File: config.mk
export PLATFORM = sky130hd
export DESIGN_NAME = pipe_alu
export DESIGN_NICKNAME = d
export VERILOG_FILES = /design/src/rtl/pipe_pkg.sv /design/src/rtl/pipe_alu_core.sv /design/src/rtl/pipe_alu.sv
export SDC_FILE = /design/constraint.sdc
export NUM_CORES = 1
export LEC_CHECK = 0
export ABC_CLOCK_PERIOD_IN_PS = 5250
export CELL_PAD_IN_SITES_DETAIL_PLACEMENT = 1
export CELL_PAD_IN_SITES_GLOBAL_PLACEMENT = 2
export CORE_MARGIN = 2
export CORE_UTILIZATION = 32
export DETAILED_ROUTE_END_ITERATION = 8
export HOLD_SLACK_MARGIN = 0.06
export PLACE_DENSITY_LB_ADDON = 0.1
export SLEW_MARGIN = 25
export SYNTH_ARGS = -nofsm -noshare
export SYNTH_HDL_FRONTEND = slang
export SYNTH_SLANG_ARGS = --single-unit
export TNS_END_PERCENT = 50
File: constraint.sdc
create_clock -name clk -period 5.25 [get_ports clk]
set_clock_uncertainty 0.05 [all_clocks]
set_input_delay 0.525 -clock clk [delete_from_list [all_inputs] [get_ports clk]]
set_output_delay 0.525 -clock clk [all_outputs]
set_load 0.005 [all_outputs]
File: src/rtl/pipe_pkg.sv
// Shared definitions for the pipe_alu datapath: fixed widths, storage depths
// and the ALU opcode encoding. Imported by pipe_alu and pipe_alu_core.
package pipe_pkg;

  localparam int DATA_W = 16;
  localparam int REG_AW = 4;
  localparam int MEM_AW = 8;
  localparam int FUNC_W = 4;

  localparam int REG_N  = 1 << REG_AW;
  localparam int MEM_N  = 1 << MEM_AW;

  // Codes 12..15 are unassigned and produce a zero result.
  typedef enum logic [FUNC_W-1:0] {
    OP_ADD  = 4'd0,
    OP_SUB  = 4'd1,
    OP_MUL  = 4'd2,
    OP_SELA = 4'd3,
    OP_SELB = 4'd4,
    OP_AND  = 4'd5,
    OP_OR   = 4'd6,
    OP_XOR  = 4'd7,
    OP_NEGA = 4'd8,
    OP_NEGB = 4'd9,
    OP_SRA  = 4'd10,
    OP_SLA  = 4'd11
  } alu_op_t;

endpackage

File: src/rtl/pipe_alu_core.sv
// Combinational ALU for pipe_alu. All results wrap to DATA_W bits; no flags.
// Ports:
//   a, b : operands (DATA_W)
//   func : opcode (FUNC_W), see alu_op_t; unassigned codes give 0
//   y    : result (DATA_W)
module pipe_alu_core
  import pipe_pkg::*;
(
  input  logic [DATA_W-1:0] a,
  input  logic [DATA_W-1:0] b,
  input  logic [FUNC_W-1:0] func,
  output logic [DATA_W-1:0] y
);

  always_comb begin
    y = '0;
    case (func)
      OP_ADD:  y = a + b;
      OP_SUB:  y = a - b;
      OP_MUL:  y = a * b;          // keeps only the low DATA_W bits of the product
      OP_SELA: y = a;
      OP_SELB: y = b;
      OP_AND:  y = a & b;
      OP_OR:   y = a | b;
      OP_XOR:  y = a ^ b;
      OP_NEGA: y = -a;
      OP_NEGB: y = -b;
      OP_SRA:  y = {1'b0, a[DATA_W-1:1]};  // logical: MSB refilled with 0
      OP_SLA:  y = {a[DATA_W-2:0], 1'b0};
      default: y = '0;
    endcase
  end

endmodule

File: src/rtl/pipe_alu.sv
// Four-stage register-to-register ALU pipeline with a 16-entry register bank
// and a 256-word data memory. One instruction is accepted on every rising
// edge; there is no forwarding, stalling or hazard detection.
//   edge k   : read regbank[rs1], regbank[rs2]; capture rd/func/addr
//   edge k+1 : Z <= alu(A, B, func)
//   edge k+2 : regbank[rd] <= Z
//   edge k+3 : mem[addr] <= result
// Ports:
//   clk   : system clock, rising edge
//   rst_n : asynchronous active-low reset; flushes all pipeline state
//   Z     : stage-2 ALU result register (DATA_W)
//   rs1, rs2, rd : register indices (REG_AW)
//   func  : ALU opcode (FUNC_W)
//   addr  : memory store address (MEM_AW)
// regbank and mem are never reset so that preloaded contents survive reset.
module pipe_alu
  import pipe_pkg::*;
(
  input  logic              clk,
  input  logic              rst_n,
  output logic [DATA_W-1:0] Z,
  input  logic [REG_AW-1:0] rs1,
  input  logic [REG_AW-1:0] rs2,
  input  logic [REG_AW-1:0] rd,
  input  logic [FUNC_W-1:0] func,
  input  logic [MEM_AW-1:0] addr
);

  logic [DATA_W-1:0] regbank [0:REG_N-1];
  logic [DATA_W-1:0] mem     [0:MEM_N-1];

  logic [DATA_W-1:0] a_p0;
  logic [DATA_W-1:0] b_p0;
  logic [REG_AW-1:0] rd_p0;
  logic [FUNC_W-1:0] func_p0;
  logic [MEM_AW-1:0] addr_p0;
  logic              vld_p0;

  logic [REG_AW-1:0] rd_p1;
  logic [MEM_AW-1:0] addr_p1;
  logic              vld_p1;

  logic [DATA_W-1:0] z_p2;
  logic [MEM_AW-1:0] addr_p2;
  logic              vld_p2;

  logic [DATA_W-1:0] alu_y;

  // Stage 1: operand read. A register written on this same edge by stage 3
  // is read with its old value, since both sides use nonblocking updates.
  always_ff @(posedge clk or negedge rst_n) begin
    if (!rst_n) begin
      a_p0    <= '0;
      b_p0    <= '0;
      rd_p0   <= '0;
      func_p0 <= '0;
      addr_p0 <= '0;
      vld_p0  <= 1'b0;
    end else begin
      a_p0    <= regbank[rs1];
      b_p0    <= regbank[rs2];
      rd_p0   <= rd;
      func_p0 <= func;
      addr_p0 <= addr;
      vld_p0  <= 1'b1;
    end
  end

  pipe_alu_core u_core (
    .a    (a_p0),
    .b    (b_p0),
    .func (func_p0),
    .y    (alu_y)
  );

  // Stage 2: compute
  always_ff @(posedge clk or negedge rst_n) begin
    if (!rst_n) begin
      Z       <= '0;
      rd_p1   <= '0;
      addr_p1 <= '0;
      vld_p1  <= 1'b0;
    end else begin
      Z       <= alu_y;
      rd_p1   <= rd_p0;
      addr_p1 <= addr_p0;
      vld_p1  <= vld_p0;
    end
  end

  // Stage 3: register write-back; result and address move on to the store
  always_ff @(posedge clk or negedge rst_n) begin
    if (!rst_n) begin
      z_p2    <= '0;
      addr_p2 <= '0;
      vld_p2  <= 1'b0;
    end else begin
      z_p2    <= Z;
      addr_p2 <= addr_p1;
      vld_p2  <= vld_p1;
    end
  end

  // Writes are gated by the propagated valid so that reset-flushed slots
  // never touch regbank[0] or mem[0].
  always_ff @(posedge clk) begin
    if (vld_p1) begin
      regbank[rd_p1] <= Z;
    end
  end

  // Stage 4: memory store
  always_ff @(posedge clk) begin
    if (vld_p2) begin
      mem[addr_p2] <= z_p2;
    end
  end

endmodule

## Yosys cells after proc, flatten, opt, wreduce, memory -nomap -nowiden

Memory sizes are Yosys's and may differ from the RTL's. A register that Yosys moved wholly into a read port is not among the register bits.
Cells that the tools add are included.

- Output and inout bits: 16
- Memory bits (writable): 256
- Input bits: 26
- Memories: 1
- Latch bits: 0
- Logic and storage cells: 32
- Register bits: 30
- Memory bits (read-only): 0

Memories:

| memory | words | bits a word | rd ports | clocked after memory_dff | wr ports | line | text |
|---|---|---|---|---|---|---|---|
| regbank | 16 | 16 | 2 | 2 | 1 | pipe_alu.sv:29 | `logic [DATA_W-1:0] regbank [0:REG_N-1];` |

- Divide/modulo/power cells: 0
- Shift operators: 0
- Multiplexer cells: 3
- $lt $le $gt $ge: 0
- Add/sub/neg operators: 4
- Bitwise operators: 3
- Reduce and logical (&&, ||, !) cells: 3
- Equal/unequal tests: 11
- Multipliers: 1

Operators by type and width:

| operator | number |
|---|---|
| $pmux W16 S12 | 1 |
| $neg A16 Y16 | 2 |
| $add A16 B16 Y16 | 1 |
| $and A16 B16 Y16 | 1 |
| $eq A4 B3 Y1 const B | 4 |
| $eq A4 B4 Y1 const B | 4 |
| $mul A16 B16 Y16 | 1 |
| $or A16 B16 Y16 | 1 |
| $sub A16 B16 Y16 | 1 |
| $xor A16 B16 Y16 | 1 |
| $eq A4 B2 Y1 const B | 2 |
| $eq A4 B1 Y1 const B | 1 |
| $logic_not A4 Y1 | 1 |
| $logic_not A1 Y1 | 2 |
| $mux W1 | 2 |

## Longest topological paths before layout

- Depth in word-level cells: 2
- Mapped depth: 22
- Mapped depth without buffers: 20

## Hierarchy

A second synthesis with hierarchy kept.

- Cells, all modules: 1524
- Area, all modules: 20030.5 sq um

Modules (own cells, without submodules):

| module | area an instance (sq um) | sequential area each (sq um) | instances | cells an instance |
|---|---|---|---|---|
| pipe_alu | 13275.2 | 9238.9 | 1 | 616 |
| pipe_alu_core | 6755.2 | 0.0 | 1 | 908 |

## Least setup slack after synthesis

OpenSTA, ideal clock, no wires.

- Kind: register -> register
- From: register b_p0[5], read port of regbank
- To: register Z[14]
- Period minus slack after synthesis: 5.479 ns
- Buffers on the path: 1
- Setup time: 0.083 ns
- Cell stages (with the launch flop): 21
- Data arrival time: 5.346 ns
- Setup slack: -0.229 ns
- Data required time: 5.117 ns
- Path through: dfrtp_1 -> clkbuf_1 -> clkinv_1 -> nor2_1 -> fa_1 -> inv_1 -> fa_1 -> fa_1 -> fa_1 -> inv_1 -> fa_1 -> inv_1 -> fa_1 -> inv_1 -> ha_1 -> and3_1 -> a21oi_1 -> a41oi_1 -> or3_1 -> and3_1 -> o21ai_0

- Word-level cells in the longest chain between the ends: 2
- Elaborated cells on any way between the ends: 5
- Classes of those cells: add/sub: 3; mul: 1; mux: 1

Ends and longest elaborated chain:

| item | line | text |
|---|---|---|
| start: declaration | pipe_alu.sv:33 | `logic [DATA_W-1:0] b_p0;` |
| $mul A16 B16 Y16 (tied with other cells) | pipe_alu_core.sv:20 | `OP_MUL: y = a * b;` |
| $pmux W16 S12 * | pipe_alu_core.sv:17 | `case (func)` |
| named net alu_y[14] | pipe_alu.sv:47 | `logic [DATA_W-1:0] alu_y;` |
| end signal: assignment | pipe_alu.sv:84 | `Z <= alu_y;` |
| end: declaration | pipe_alu.sv:21 | `output logic [DATA_W-1:0] Z,` |

Mark *: on every way through the listed nets, which the timed path passes. The rest lies on a longest branch.

## Worst setup path after layout

- From: register a_p0[7], read port of regbank
- To: register Z[15]

- Word-level cells in the longest chain between the ends: 2
- Elaborated cells on any way between the ends: 5
- Classes of those cells: add/sub: 3; mul: 1; mux: 1

Ends and longest elaborated chain:

| item | line | text |
|---|---|---|
| start: declaration | pipe_alu.sv:32 | `logic [DATA_W-1:0] a_p0;` |
| $mul A16 B16 Y16 (tied with other cells) | pipe_alu_core.sv:20 |  |
| $pmux W16 S12 * | pipe_alu_core.sv:17 |  |
| named net alu_y[15] | pipe_alu.sv:47 |  |

Marked as above.

==> impl_metrics.tcl <==
set metrics [dict create \
    status "finished with violations" \
    violations "setup timing" \
    drive_gt1_frac 0.323 \
    layout_common_cells "256 x edfxtp_1, 161 x buf_4, 160 x mux4_2, 131 x inv_1" \
    synth-edff-count 256 \
    die_area_mm2 0.0641 \
    core_mm2 0.0616 \
    crit_required_ps 5600 \
    setup_ws_ps -0.824 \
    hold_end "rd_p1[2]" \
    final_common_cell "edfxtp_1" \
    cts_htree_levels 2 \
    rsz0062_at_grt "yes" \
    yosys_warnings 0 \
    relSlewSlack 0.326 \
    clk_pin_slew_ps 70 \
    place.gp.congestion 0.831 \
    leakagePower_uw 0.00904 \
    worstPathMaxFanout 3 \
    met1_usage 0.287 \
    globalRouteOverflowTotal 0 \
    row_count 91 \
    syn_nets 1650 \
    globalRoute.busiestLayer "met2" \
    clock_latency_ps 540 \
    yosysSeqAreaShare 0.465 \
    cts.sinks 318 \
    cts_tree "done" \
    min_period_ps 5250 \
    synthesis.area_mm2 0.0199 \
    grt_util_met3 0.0294 \
    wl_per_cell_um 27.3 \
    crit_path_start_kind "register" \
    die_h_um 253 \
    grt_max_degree 40 \
    pin_count 42 \
    synth_top_area_share 0.387 \
    viasPerCell 5.21 \
    worst_slew_pin_slew_ps 1010 \
    syn_to_final_growth_pct 22.0 \
    ant_nets 0 \
    start_util 0.323 \
    rr_worst_depth 18 \
    fmax_ghz 0.190 \
    grt_pass1_wl_um 100000 \
    grtUsageTotal 0.217 \
    crit_arrival_ps 5600 \
    synth.avg_cell_area_um2 13.8 \
    use_met2 0.372 \
    vias 12918 \
    hold_class "reg2reg" \
    post-route-util 0.394 \
    ys_ff_latch 318 \
    port_buffers 33 \
    drt_iter0_markers 831 \
    async_reset_ff_frac 0.195 \
    place_inst 2384 \
    maxCapViolations 0 \
    final_cell_count_no_fill 2481 \
    criticalPathCategory "reg2reg" \
    drc 0 \
    grt_pass1_vias 14236 \
    post-dp-hpwl_um 47700 \
    synth.area.top_cells "edfxtp_1 39%, mux4_2 18%, fa_1 8.2%" \
    clock-root-buffer "clkbuf_16" \
    hold_slack_ps 301 \
    ir_worst_vdd_uv 782 \
    drt_pass1_iterations 5 \
    fin_crit_sh 1.00 \
    cts_inserted_buffers 36 \
    r2r-end "Z[15]" \
    layout.nets 1820 \
    hold_start "rd_p0[2]" \
    dp_slack_ps -609 \
    totalWireLength_um 67700 \
    synth_ff_type "edfxtp_1" \
    antenna_found_initial 3 \
    hold_depth 0 \
    r2r_start "a_p0[7]" \
    power.density_mw_per_mm2 653 \
    hold_violations 0 \
    fill_cells 6362 \
    maxSlewViolCount 0 \
    setup_violations 1 \
    synthCells 1445 \
    cts_buffer_depth 3 \
    cp-end-kind "register" \
    r2r_slack_ps -0.8 \
    fp.dieW_um 253 \
    synth_cell_types 68 \
    yosys.area.top_type "edfxtp_1" \
]
## worst max-delay path, stage by stage, from the launching register on
cell	delay [ps]
dfrtp_2	480
buf_6	150
ha_4	170
inv_2	50
fa_1	430
fa_1	510
inv_1	50
fa_1	470
fa_1	520
inv_1	50
fa_1	450
fa_2	400
xnor2_2	160
xnor2_2	140
xnor2_1	180
xnor2_1	170
xnor3_2	350
xnor2_4	220
o221ai_2	110
## synth_stat cells (5+ instances only)
cell / n
nor3_1: 20
buf_2: 17
ha_1: 98
nand3_1: 23
nand2_1: 102
mux4_2: 160
xor2_1: 13
and3_1: 5
a22oi_1: 19
xnor2_1: 67
o21a_1: 5
dfrtp_1: 62
a21oi_1: 36
a21o_1: 5
clkbuf_1: 60
fa_1: 81
a222oi_1: 6
o31ai_1: 5
edfxtp_1: 256
a221oi_1: 11
nor2b_1: 5
o21ai_0: 19
o211ai_1: 9
clkinv_1: 8
buf_1: 5
inv_1: 142
a211oi_1: 6
or3_1: 8
nand2b_1: 13
nor2_1: 117
nand4_1: 6
## sequential cells by signal, indices dropped and copies added (netlist names)
register	count
regbank	256
Z	16
a_p0	16
b_p0	16
func_p0	4
rd_p0	4
rd_p1	4
vld_p0	1
vld_p1	1
## metrics by stage
step                total power, µW  setup TNS (ps)  cell area [µm²]
floorplan                      7620               0            19900
global placement              10900           -2480            22200
detailed placement            11000           -2610            22200
CTS                           15100           -94.2            23900
global route                  17000            -645            24200
finish                        15800          -0.824            24200
## report_power, final
part / switching, µW / internal (µW)
clock: 1080 / 1620
sequential: 336 / 3060
combinational: 4980 / 4770
## metal layers
layer / up-vias / part of all wire
li1: 5701 / -
met1: 6851 / 0.43
met2: 273 / 0.50
met3: 93 / 0.040
met4: 0 / 0.029
met5: - / 0
## how the worst max path moves through the flow
stage	start	slack (ps)	cells past startpoint	end
4_1_cts	a_p0[8]	-80	17	Z[15]
3_3_place_gp	b_p0[2]	-570	18	Z[15]
2_1_floorplan	a_p0[7]	0.5	20	Z[14]
5_1_grt	b_p0[5]	-190	18	Z[14]
6_report	a_p0[7]	-0.8	18	Z[15]
3_5_place_dp	b_p0[2]	-610	18	Z[15]
## cells by family (layout without fill, tap and decap cells)
logic type / after synthesis / in the layout / share of synthesized area
AOI/OAI and AO/OA: 150 / 150 / 0.0538
and+or+nand+nor: 321 / 321 / 0.0741
xor gates and xnor gates: 81 / 81 / 0.0364
buffers and inverters: 233 / 431 / 0.0451
adders and majority gates: 179 / 179 / 0.143
DFF: 318 / 318 / 0.465
other: 1 / 2 / 0.000189
muxes: 162 / 162 / 0.182
## final cells by class
| type | instances | area (µm²) | area share |
|---|---|---|---|
| Antenna cell | 1 | 2.50 | 0.000103 |
| Clock buffer | 49 | 1010 | 0.0417 |
| Clock inverter | 17 | 238 | 0.00980 |
| Inverter | 151 | 598 | 0.0247 |
| Multi-Input combinational cell | 894 | 10300 | 0.423 |
| Sequential cell | 318 | 9260 | 0.382 |
| Tap cell | 837 | 1050 | 0.0432 |
| Timing Repair Buffer | 214 | 1840 | 0.0758 |
## timing repair
item,4_1_cts,5_1_grt
setup buffers,21,9
hold buffers,1,0
endpoints found under the setup margin,9,9
endpoints found under the hold margin,26,0
resized for setup,70,52
pin swaps,31,30
Note: power is estimated with default switching activity, not from simulation.
